## src/rtl/rom_prefetch.sv

```systemverilog
// Sequential ROM byte prefetch queue sitting between the CPU fetch path and the SPI read port.
// Define PREFETCH_STATS_EN to add saturating hit_cnt_o / flush_cnt_o statistics outputs.
module rom_prefetch #(
    parameter int unsigned DEPTH = 4,
    parameter int unsigned AW    = 16
) (
    input  logic          clk,
    input  logic          rst_n,
    input  logic          fetch_req_i,
    input  logic [AW-1:0] fetch_addr_i,
    output logic          fetch_valid_o,
    output logic [7:0]    fetch_data_o,
    output logic          mem_req_o,
    output logic [AW-1:0] mem_addr_o,
    input  logic          mem_done_i,
    input  logic [7:0]    mem_data_i,
    output logic          busy_o
`ifdef PREFETCH_STATS_EN
    ,
    output logic [15:0]   hit_cnt_o,
    output logic [15:0]   flush_cnt_o
`endif
);

    localparam int unsigned PW = (DEPTH > 1) ? $clog2(DEPTH) : 1;

    typedef logic [PW:0]   cnt_t;
    typedef logic [PW-1:0] ptr_t;

    localparam cnt_t          CntFull = cnt_t'(DEPTH);
    localparam cnt_t          CntOne  = cnt_t'(1);
    localparam ptr_t          PtrOne  = ptr_t'(1);
    localparam logic [AW-1:0] AddrOne = AW'(1);

    typedef enum logic [0:0] {StIdle, StWait} state_e;

    logic [AW-1:0] ent_addr_q [DEPTH];
    logic [7:0]    ent_data_q [DEPTH];

    ptr_t          rd_ptr_q, rd_ptr_d;
    ptr_t          wr_ptr_q, wr_ptr_d;
    cnt_t          count_q, count_d;

    state_e        state_q;
    logic          mem_req_q;
    logic [AW-1:0] mem_addr_q;
    logic [AW-1:0] next_addr_q;
    logic          stale_q;

    logic          fifo_empty;
    logic          hit;
    logic          miss;
    logic          flush;
    logic          push;
    logic          pop;
    logic          issue;

    assign fifo_empty = (count_q == '0);
    assign hit        = fetch_req_i && !fifo_empty && (ent_addr_q[rd_ptr_q] == fetch_addr_i);
    assign miss       = fetch_req_i && !hit;

    // An empty queue waiting on exactly the requested byte must not throw that byte away.
    assign flush = miss && (!fifo_empty || (mem_req_q && (mem_addr_q != fetch_addr_i)));

    // Returned data is discarded when it belongs to a flushed stream.
    assign push  = (state_q == StWait) && mem_done_i && !stale_q && !flush;
    assign pop   = hit;

    // In idle nothing is outstanding, so the count alone is the occupancy.
    assign issue = (state_q == StIdle) && !flush && (count_q < CntFull);

    always_comb begin
        rd_ptr_d = rd_ptr_q;
        wr_ptr_d = wr_ptr_q;
        count_d  = count_q;
        if (flush) begin
            rd_ptr_d = '0;
            wr_ptr_d = '0;
            count_d  = '0;
        end else begin
            if (push) begin
                wr_ptr_d = wr_ptr_q + PtrOne;
            end
            if (pop) begin
                rd_ptr_d = rd_ptr_q + PtrOne;
            end
            unique case ({push, pop})
                2'b10:   count_d = count_q + CntOne;
                2'b01:   count_d = count_q - CntOne;
                default: count_d = count_q;
            endcase
        end
    end

    always_ff @(posedge clk or negedge rst_n) begin
        if (!rst_n) begin
            rd_ptr_q <= '0;
            wr_ptr_q <= '0;
            count_q  <= '0;
        end else begin
            rd_ptr_q <= rd_ptr_d;
            wr_ptr_q <= wr_ptr_d;
            count_q  <= count_d;
        end
    end

    // Storage needs no reset: entries are only read while the count says they are valid.
    always_ff @(posedge clk) begin
        if (push) begin
            ent_addr_q[wr_ptr_q] <= mem_addr_q;
            ent_data_q[wr_ptr_q] <= mem_data_i;
        end
    end

    always_ff @(posedge clk or negedge rst_n) begin
        if (!rst_n) begin
            state_q     <= StIdle;
            mem_req_q   <= 1'b0;
            mem_addr_q  <= '0;
            next_addr_q <= '0;
            stale_q     <= 1'b0;
        end else begin
            if (flush) begin
                next_addr_q <= fetch_addr_i;
            end
            unique case (state_q)
                StIdle: begin
                    if (issue) begin
                        mem_addr_q  <= next_addr_q;
                        next_addr_q <= next_addr_q + AddrOne;
                        mem_req_q   <= 1'b1;
                        state_q     <= StWait;
                    end
                end
                StWait: begin
                    if (mem_done_i) begin
                        mem_req_q <= 1'b0;
                        stale_q   <= 1'b0;
                        state_q   <= StIdle;
                    end else if (flush) begin
                        stale_q <= 1'b1;
                    end
                end
                default: state_q <= StIdle;
            endcase
        end
    end

    assign fetch_valid_o = hit;
    assign fetch_data_o  = hit ? ent_data_q[rd_ptr_q] : 8'h00;
    assign mem_req_o     = mem_req_q;
    assign mem_addr_o    = mem_addr_q;
    assign busy_o        = mem_req_q || (count_q != CntFull);

`ifdef PREFETCH_STATS_EN
    logic [15:0] hit_cnt_q;
    logic [15:0] flush_cnt_q;

    always_ff @(posedge clk or negedge rst_n) begin
        if (!rst_n) begin
            hit_cnt_q   <= '0;
            flush_cnt_q <= '0;
        end else begin
            if (hit && (hit_cnt_q != 16'hFFFF)) begin
                hit_cnt_q <= hit_cnt_q + 16'd1;
            end
            if (flush && (flush_cnt_q != 16'hFFFF)) begin
                flush_cnt_q <= flush_cnt_q + 16'd1;
            end
        end
    end

    assign hit_cnt_o   = hit_cnt_q;
    assign flush_cnt_o = flush_cnt_q;
`endif

endmodule

```

## config.mk

```make
export PLATFORM = sky130hd
export DESIGN_NAME = rom_prefetch
export DESIGN_NICKNAME = d
export VERILOG_FILES = /design/src/rtl/rom_prefetch.sv
export SDC_FILE = /design/constraint.sdc
export NUM_CORES = 1
export LEC_CHECK = 0
export ABC_AREA = 1
export CAP_MARGIN = 40
export CORE_MARGIN = 2
export CORE_UTILIZATION = 58
export CTS_CLUSTER_DIAMETER = 100
export DETAILED_ROUTE_END_ITERATION = 8
export PLACE_DENSITY = 0.8
export SETUP_SLACK_MARGIN = 0.05
export SKIP_CTS_REPAIR_TIMING = 1
export SYNTH_ARGS = -nofsm -noshare
export SYNTH_HDL_FRONTEND = slang
export SYNTH_SLANG_ARGS = --single-unit
```

## constraint.sdc

```tcl
create_clock -name clk -period 3.98 [get_ports clk]
set_clock_uncertainty 0.15 [all_clocks]
set_input_delay 0.597 -clock clk [delete_from_list [all_inputs] [get_ports clk]]
set_output_delay 0.597 -clock clk [all_outputs]
set_load 0.02 [all_outputs]
```

Word level (Yosys, flattened, before mapping)

Memory sizes are Yosys's and may differ from the RTL's.
Cells that the tools add are included.

$add $sub $neg: 5
Multipliers: 0
Divide/modulo/power cells: 0
$lt $le $gt $ge: 1
Equal/unequal tests: 7
Shift operators: 0
Mux-type cells: 20
Bitwise gates (word level): 1
Reductions and logical operators: 24

Operators with widths:

| operator                                                               | count |
|---|---|
| 16-bit two-way mux                                                     | 3 |
| 16-bit by 1-bit adder with 16-bit output (second input constant)       | 1 |
| 16-bit equality test                                                   | 1 |
| 16-bit inequality test                                                 | 1 |
| 1-bit logical AND                                                      | 10 |
| 1-bit two-way mux                                                      | 8 |
| 2-bit two-way mux                                                      | 4 |
| 8-bit two-way mux                                                      | 1 |
| 3-bit case mux with 2 select lines                                     | 1 |
| 2-bit AND reduction                                                    | 3 |
| 2-bit nonzero test                                                     | 3 |
| 2-bit by 1-bit adder with 2-bit output (second input constant)         | 2 |
| 1-bit zero test                                                        | 4 |
| 2-bit inequality test (second input constant)                          | 2 |
| 1-bit case mux with 2 select lines                                     | 2 |
| 3-bit by 1-bit adder with 3-bit output (second input constant)         | 1 |
| 3-bit zero test                                                        | 1 |
| 3-bit < comparator (second input constant)                             | 1 |
| 3-bit two-way mux                                                      | 1 |
| 3-bit inequality test (second input constant)                          | 1 |
| 3-bit nonzero test                                                     | 1 |
| 3-bit by 1-bit subtractor with 3-bit output (second input constant)    | 1 |
| 2-bit by 1-bit equality test with 1-bit output (second input constant) | 1 |
| 2-bit equality test (second input constant)                            | 1 |
| other kinds (2)                                                        | 3 |

Flip-flop bits (word level): 42
Latch bits: 0
Memory bits (writable): 96
Bits in read-only memories: 0
Bits of input ports: 28
Memories: 2

Memory list:

| name       | words | bits a word | read ports | clocked after Yosys merged registers in | wr ports | line | source |
|---|---|---|---|---|---|---|---|
| ent_addr_q | 4     | 16          | 1          | 0                                       | 1        | 37   | `logic [AW-1:0] ent_addr_q [DEPTH];` |
| ent_data_q | 4     | 8           | 1          | 0                                       | 1        | 38   | `logic [7:0] ent_data_q [DEPTH];` |

Logic depth before layout (Yosys ltp)

Gate-level depths: netlist of run 1.

Depth after elaboration: 12
Depth in mapped cells: 21

Worst setup path before layout of run 1

No wires, ideal clock.

Path type: reg-to-reg
Start point: register rd_ptr_q[0]
End point: memory ent_addr_q[0][0] (enable)
Setup time: 405 ps
Data arrival time: 2684 ps
Required time: 3425 ps
Slack: 741 ps
Stages on the path, launching flop included: 17
Buffers on the path: 3
Clock period less this slack: 3239 ps
Path through: dfrtp_1 -> buf_6 -> inv_4 -> buf_6 -> nand2_1 -> nand3_1 -> nand2_1 -> nand2_1 -> nand2_1 -> nor2_1 -> nand2_1 -> nor2_2 -> nand3_2 -> nand2_2 -> buf_6 -> nand2_1 -> nor2_1

Word-level cells in the longest chain between the ends: 10

RTL lines:

| what                                    | line | source |
|---|---|---|
| start: declaration                      | 40   | `ptr_t rd_ptr_q, rd_ptr_d;` |
| start signal: assignment                | 101  | `rd_ptr_q <= rd_ptr_d;` |
| memory 4 x 16 bit                       | --   |  |
| 16-bit equality test                    | 59   | `assign hit = fetch_req_i && !fifo_empty && (ent_addr_q[rd_ptr_q] == fetch_addr_i);` |
| 1-bit logical AND                       | 59   |  |
| 1-bit zero test                         | 60   | `assign miss = fetch_req_i && !hit;` |
| 1-bit logical AND                       | 60   |  |
| 1-bit logical AND                       | 63   | `assign flush = miss && (!fifo_empty \|\| (mem_req_q && (mem_addr_q != fetch_addr_i)));` |
| 1-bit zero test                         | 66   | `assign push = (state_q == StWait) && mem_done_i && !stale_q && !flush;` |
| 1-bit logical AND                       | 66   |  |
| 1-bit two-way mux                       | 109  | `if (push) begin` |
| 1-bit two-way mux (not written as such) | 110  | `ent_addr_q[wr_ptr_q] <= mem_addr_q;` |
| end: declaration                        | 37   |  |

Every way passes these cells.

Worst setup path after layout of run 1

Start point: register rd_ptr_q[0]
End point: output fetch_data_o[3]

Word-level cells in the longest chain between the ends: 4

RTL lines:

| what                 | line | source |
|---|---|---|
| memory 4 x 16 bit    | --   |  |
| 16-bit equality test | 59   |  |
| 1-bit logical AND    | 59   |  |
| 8-bit two-way mux *  | 150  | `assign fetch_data_o = hit ? ent_data_q[rd_ptr_q] : 8'h00;` |
| end: declaration     | 12   | `output logic [7:0] fetch_data_o,` |

Every way passes the cells marked *; elsewhere a longest branch is shown, timed or not.

==> results of run 1 <==
[cells in the final DEF (no fill, tap or decap), types with 2 or more instances in the layout]
| master | count |
|---|---|
| a21oi_1 | 11 |
| ha_1 | 5 |
| buf_12 | 2 |
| nor2_2 | 7 |
| nand4_1 | 24 |
| clkinv_1 | 4 |
| edfxtp_1 | 96 |
| inv_1 | 49 |
| o21ai_0 | 23 |
| nor2_1 | 51 |
| inv_2 | 2 |
| xor2_1 | 17 |
| nor3_1 | 3 |
| bufinv_16 | 6 |
| buf_4 | 12 |
| dlymetal6s2s_1 | 5 |
| clkdlybuf4s50_1 | 48 |
| nand3_1 | 65 |
| dfrtp_2 | 2 |
| o21ai_1 | 18 |
| clkbuf_16 | 17 |
| xnor2_1 | 16 |
| dfrtp_1 | 40 |
| clkinvlp_4 | 2 |
| nand2_1 | 212 |
| clkinv_2 | 3 |
[final cells by class]
type / count / area, um2
multi-input combinational: 461 / 2220
fill: 764 / 3010
timing repair buffer: 71 / 714
sequential: 138 / 3940
tap: 140 / 175
clock inverter: 14 / 226
inverter: 55 / 224
clock buffer: 18 / 429
[cells by family after synthesis]
kind of cell               count (synthesis)  share of synthesized area
xor gates and xnor gates                  33                     0.0440
adders and majority gates                  6                     0.0126
buffers and inverters                     85                     0.0643
AOI/OAI and AO/OA                         55                     0.0433
DFF                                      138                      0.599
and+or+nand+nor                          367                      0.236
[per-stage QoR]
| step | instance area, um2 | setup WS (ns) |
|---|---|---|
| floorplan | 6560 | 0.741 |
| global placement | 7200 | 0.452 |
| detailed placement | 7220 | 0.287 |
| CTS | 7870 | -0.0497 |
| global route | 7930 | 0.0223 |
| finish | 7930 | 0.279 |
[flip-flops by register name, summed over array words and instances, names as in the netlist]
name         flops
ent_addr_q      64
ent_data_q      32
mem_addr_o      16
next_addr_q     16
count_q          3
rd_ptr_q         2
wr_ptr_q         2
mem_req_o        1
stale_q          1
state_q          1
[worst max-delay path, stage by stage, from the launching register on]
cell	delay [ns]
dfrtp_2	0.46
clkinv_8	0.20
nand2_1	0.13
nand3_1	0.12
nand3_1	0.18
nand2_1	0.08
nor2_1	0.10
nand2_1	0.07
nor2_2	0.18
nand3_4	0.20
a21oi_1	0.17
clkdlybuf4s50_1	0.62
[path summary, 6_finish.rpt]
path / startpoint / cells past startpoint / end
setup / recovery: rd_ptr_q[0]$_DFFE_PN0P_ / 11 / fetch_data_o[3]
setup reg to reg: rd_ptr_q[0]$_DFFE_PN0P_ / 15 / mem_addr_o[9]$_DFFE_PN0P_
hold / removal: stale_q$_DFFE_PN0P_ / 1 / stale_q$_DFFE_PN0P_
hold reg to reg: stale_q$_DFFE_PN0P_ / 1 / stale_q$_DFFE_PN0P_
max in group asynchronous: rst_n / 3 / rd_ptr_q[1]$_DFFE_PN0P_
min in group asynchronous: rst_n / 2 / mem_req_o$_DFFE_PN0P_
[power by group through the flow]
stage	Combinational, W	Sequential (W)	Clock (W)
2_1_floorplan	0.000950	0.00220	0
3_3_place_gp	0.00144	0.00218	0
3_5_place_dp	0.00148	0.00220	0
4_1_cts	0.00151	0.00217	0.00176
5_1_grt	0.00168	0.00221	0.00183
6_report	0.00152	0.00218	0.00175
[per-layer routing]
metal  vias up  wire [um]  part of all wire  global-route usage
met5         -          0                 0                   0
met4         0        378             0.023               0.119
met3        31       1370             0.084              0.0623
met2       270       8160              0.50               0.485
met1      2413       6390              0.39               0.375
li1       2392          -                 -                   -
==> summary.md, run 1 <==
| Metric | Value |
|---|---|
| Run status | complete, no violations |
| Total grt overflow | 0 |
| Net Sw Frac | 0.338 |
| I/O pins | 55 |
| Yosys reg bits | 138 |
| Sequential Power Share | 0.401 |
| TritonCTS Buffers | 17 |
| Flop2flop setup slack | 0.77 ns |
| Final period util | 0.930 |
| Full die area | 12200 um2 |
| GR Util All Layers | 0.292 |
| Max Cap Violations | 0 |
| Critical-path maximum fanout | 49 |
| Max Fclk | 270 MHz |
| Synth top area cells | edfxtp_1, dfrtp_1, nand2_1 |
| 1st-pass router iterations | 5 |
| Kind of critical path | register to output pin |
| Clock Path Buffers | 2 |
| Final critical-path required period | 3.70 ns |
| First-pass GRT wire length | 25900 um |
| Sequential cell area fraction in the yosys report | 0.599 |
| WL per Instance | 18.2 um |
| Initial core utilization | 0.600 |
| Core area | 10900 um2 |
| NetSw | 0.00184 W |
| Critical path arrival | 2.95 ns |
| Die H | 110 um |
| Worst Hold Margin | 0.372 ns |
| Width of the die | 110 um |
| Ys async rst share | 0.304 |
| N_diodes | 0 |
| Worst Setup End Kind | output pin |
| Final Hold Vio Count | 0 |
| Relative slew slack | 0.534 |
| Clk sinks | 138 |
| Area Growth Syn to Fin | 20.8% |
| Post-layout net count | 778 |
| Primary FF master, synth | edfxtp_1 |
| Largest area contributor in the synthesized netlist | edfxtp_1 |
| Synthesized instance count | 684 |
| Overall power | 0.00545 W |
| GPL Wtd Cong | 0.903 |
| Syn nets | 718 |
| Share of cells above drive strength 1 | 0.0832 |
| CTS root buf | clkbuf_16 |
| Commonest cells post-synth | nand2_1, edfxtp_1, nand3_1, nor2_1, inv_1 |
| H-tree depth | 4 |
| Count of cell types in the netlist | 31 |
| Final Setup Violations | 0 |
| Clock share of power | 0.321 |
| Remaining DRCs | 0 |
| Fin. max-slew vios | 0 |
| Vias in the first global route | 5062 |
| P_int | 0.00361 W |
| Comb pwr share | 0.278 |
| Largest net degree at the start of global routing | 51 |
| Setup tns final | 0 ns |
| Synth top area share | 0.439 |
| Most frequent cell after synthesis | nand2_1 |
| Synthesized cell area | 6560 um2 |
| Placed Instances | 864 |
| Post-route ant nets | 0 |
| Synth Area per Inst | 9.59 um2 |
| LEAKAGE | 3.39 nW |
| Initial DRC Count | 387 |
| Via Count | 5106 |
| Yosys warns | 0 |
| RSZ-0062 raised after global routing | no |
| CTS tree | yes |
| Finished Layout Cells | 897 |
| Drt total wl | 16300 um |
| Critical path required time | 3.23 ns |
| Clk Latency, worst-skew pair | 0.42 ns |
| Number of flops mapped to enable cells by yosys | 96 |
| HP Class | register to register |
| Row cnt | 38 |
| Initial antenna violation count | 0 |
| Startpoint Class | register |
| Worst VDD drop | 500 uV |
| Pwr/cell area | 687 nW/um2 |
| Clk slew on worst S/H paths | 0.06 ns |
| Port bufs | 54 |
| Detailed-route vias per instance | 5.69 |
| Final HPWL DP | 10800 um |
| Finished Core Util | 0.725 |
| Slew @ Worst Pin | 0.693 ns |
(Power assumes the default switching activity.)
==> run 2, diff against run 1 <==
--- a/config.mk
+++ b/config.mk
@@ -6,14 +6,15 @@
 export NUM_CORES = 1
 export LEC_CHECK = 0
 export ABC_AREA = 1
-export CAP_MARGIN = 40
 export CORE_MARGIN = 2
 export CORE_UTILIZATION = 58
 export CTS_CLUSTER_DIAMETER = 100
 export DETAILED_ROUTE_END_ITERATION = 8
+export GPL_TIMING_DRIVEN = 0
 export PLACE_DENSITY = 0.8
 export SETUP_SLACK_MARGIN = 0.05
 export SKIP_CTS_REPAIR_TIMING = 1
+export SKIP_LAST_GASP = 1
 export SYNTH_ARGS = -nofsm -noshare
 export SYNTH_HDL_FRONTEND = slang
 export SYNTH_SLANG_ARGS = --single-unit
==> run 2 against run 1 <==
Against the previous run: cell count is 2.0% higher; combinational power is 6% higher; core utilization grew 1.0 points; total power grew 0.13%; critical path type is now register to register; largest cell class unchanged; highest routed layer unchanged.
==> summary.md, run 2 (synthesis results as in run 1) <==
| Metric | Value |
|---|---|
| Met1 Usage GRT | 0.370 (-0.00564) |
| Run status | complete, no violations |
| N_diodes | 0 (unchanged) |
| Total grt overflow | 0 (unchanged) |
| Slew @ Worst Pin | 0.791 ns (+0.0978 ns) |
| Max Fclk | 278 MHz (+2.7%) |
| Fillcell total | 735 (-3.8%) |
| Post-layout net count | 796 (+2.3%) |
| Final critical-path required period | 3.60 ns (-0.0985 ns) |
| Critical path required time | 3.95 ns (+0.72 ns) |
| Reg with most FFs | ent_addr_q |
| Met2 Usage GRT | 0.502 (+0.0171) |
| Core area | 10900 um2 (unchanged) |
| Final Setup Violations | 0 (unchanged) |
| Via Count | 5312 (+4.0%) |
| Port bufs | 54 (unchanged) |
| Worst Hold Margin | 0.0151 ns (-0.357 ns) |
| Final period util | 0.905 (-0.0248) |
| 1st-pass router iterations | 5 (unchanged) |
| TritonCTS Buffers | 17 (unchanged) |
| Largest net degree at the start of global routing | 24 (-53%) |
| Final Hold Vio Count | 0 (unchanged) |
| Critical path arrival | 3.57 ns (+0.62 ns) |
| Share of cells above drive strength 1 | 0.0981 (+0.0148) |
| Initial core utilization | 0.600 (unchanged) |
| Max Cap Violations | 0 (unchanged) |
| Clk Latency, worst-skew pair | 0.42 ns (about the same) |
| Detailed-route vias per instance | 5.81 (+2.0%) |
| Flop2flop setup slack | 0.38 ns (-0.39 ns) |
| Max reg flops | 64 (unchanged) |
| CTS tree | yes |
| Die H | 110 um (unchanged) |
| Row cnt | 38 (unchanged) |
| RSZ-0062 raised after global routing | no |
| GR Util All Layers | 0.300 (+0.00836) |
| Worst Setup End Kind | register |
| Area of the multi-input gates | 2220 um2 (-0.34%) |
| Sequential Area | 3930 um2 (about the same) |
| Most Used Layer, Global Route | met2 |
| Grt met3 use | 0.0694 (+0.00705) |
| Drt total wl | 17100 um (+5.0%) |
| Vias in the first global route | 5281 (+4.3%) |
| Clock Path Buffers | 2 (unchanged) |
| Startpoint Class | register |
| I/O pins | 55 (unchanged) |
| H-tree depth | 4 (unchanged) |
| Worst Slack Setup Final | 0.378 ns (+0.0985 ns) |
| First-pass GRT wire length | 26400 um (+1.8%) |
| Critical-path maximum fanout | 13 (-73%) |
| Top Registers | ent_addr_q x64, ent_data_q x32 |
| LEAKAGE | 3.52 nW (+3.9%) |
| Post-route cell area | 8040 um2 (+1.4%) |
| Initial DRC Count | 466 (+20%) |
| Most common cell after layout, fill and taps aside | nand2_1 |
| GPL Wtd Cong | 1.01 (+12%) |
| Worst r2r src | rd_ptr_q[1]$_DFFE_PN0P_ |
| CTS root buf | clkbuf_16 |
| WL per Instance | 18.7 um (+2.9%) |
| Worst VDD drop | 532 uV (+6.4%) |
| Fin. max-slew vios | 0 (unchanged) |
| Remaining DRCs | 0 (unchanged) |
| Full die area | 12200 um2 (unchanged) |
| Clk sinks | 138 (unchanged) |
| Most frequent cells in the layout | nand2_1, edfxtp_1, nand3_1 |
| Relative slew slack | 0.472 (-0.0622) |
| Register-to-Register Path Depth | 15 (unchanged) |
| Pwr/cell area | 679 nW/um2 (-1.3%) |
| Area Growth Syn to Fin | 22.6% |
| Placed cell areas | 7400 um2 (+2.5%) |
| Worst R2R End | ent_data_q[1][0]$_DFFE_PP_ |
| Kind of critical path | register to register |
| Width of the die | 110 um (unchanged) |
| HP Class | input port to asynchronous set/reset pin |
| Post-route ant nets | 0 (unchanged) |
| Clk slew on worst S/H paths | 0.06 ns (about the same) |
| DP Worst Slack | 0.159 ns (-0.128 ns) |
| Initial antenna violation count | 0 (unchanged) |
| Final HPWL DP | 11800 um (+9.1%) |
==> run 2: cell count changes in the layout (fill, tap and decap cells not counted), moves of 3 or more <==
| cell | delta |
|---|---|
| clkdlybuf4s50_1 | -4 |
| clkbuf_1 | +4 |
| dlymetal6s2s_1 | +4 |
| buf_16 | +3 |
| buf_6 | +8 |
| buf_2 | +12 |
| buf_4 | -8 |
==> run 2: routing by layer <==
layer / part of all wire / wire (um)
met1: 0.39 / 6610
met2: 0.50 / 8620
met3: 0.082 / 1410
met4: 0.028 / 481
met5: 0 / 0
==> run 2: final cells by class <==
class                   instances  share of cell area
well taps                     140              0.0218
inverters                      55              0.0263
repair buffers                 59              0.0834
clock buffers                  18              0.0534
flip-flops and latches        138               0.489
plain buffers                  30              0.0261
clock inverters                14              0.0243
multi-input cells             461               0.276
==> run 2: stage by stage <==
| step | instances | utilization | TNS, ns | total power [W] |
|---|---|---|---|---|
| after floorplan | 684 | - | 0 | 0.00315 |
| after global placement | 878 | 0.666 | -72.65 | 0.00367 |
| after detailed placement | 883 | 0.676 | 0 | 0.00377 |
| after CTS | 915 | 0.733 | 0 | 0.00543 |
| after global routing | 915 | 0.735 | 0 | 0.00571 |
| final | 915 | 0.735 | 0 | 0.00546 |
==> run 2: power by group <==
part	internal, W	leakage [nW]	switching [W]	total, W
combinational	0.000600	1.83	0.00101	0.00161
sequential	0.00189	1.40	0.000303	0.00219
clock	0.00105	0.295	0.000608	0.00166
==> run 2: worst max-delay path by stage <==
stage               slack, ns  cells after the start                     endpoint                     from
global placement        -0.80                     12  ent_addr_q[3][11]$_DFFE_PP_         fetch_addr_i[12]
finish                   0.38                     15   ent_data_q[1][0]$_DFFE_PP_  rd_ptr_q[1]$_DFFE_PN0P_
detailed placement       0.16                     13   ent_data_q[0][0]$_DFFE_PP_          fetch_addr_i[8]
global route             0.23                     15   ent_data_q[0][1]$_DFFE_PP_  rd_ptr_q[1]$_DFFE_PN0P_
floorplan                0.74                     16   ent_addr_q[0][0]$_DFFE_PP_  rd_ptr_q[0]$_DFFE_PN0P_
CTS                      0.12                     13              fetch_data_o[1]  rd_ptr_q[1]$_DFFE_PN0P_
==> run 2: critical path, cell delays in order (launching register included) <==
cell and delay, ns:
dfrtp_1 0.37, buf_6 0.14, inv_4 0.08, buf_4 0.19, nand3_1 0.12, nand3_1 0.16, nand2_1 0.10, nor2_1 0.12
nand2_1 0.09, nor2_2 0.18, nand3_2 0.14, nand2_2 0.17, buf_6 0.19, nand2_1 0.18, nor2_2 0.65, buf_8 0.26
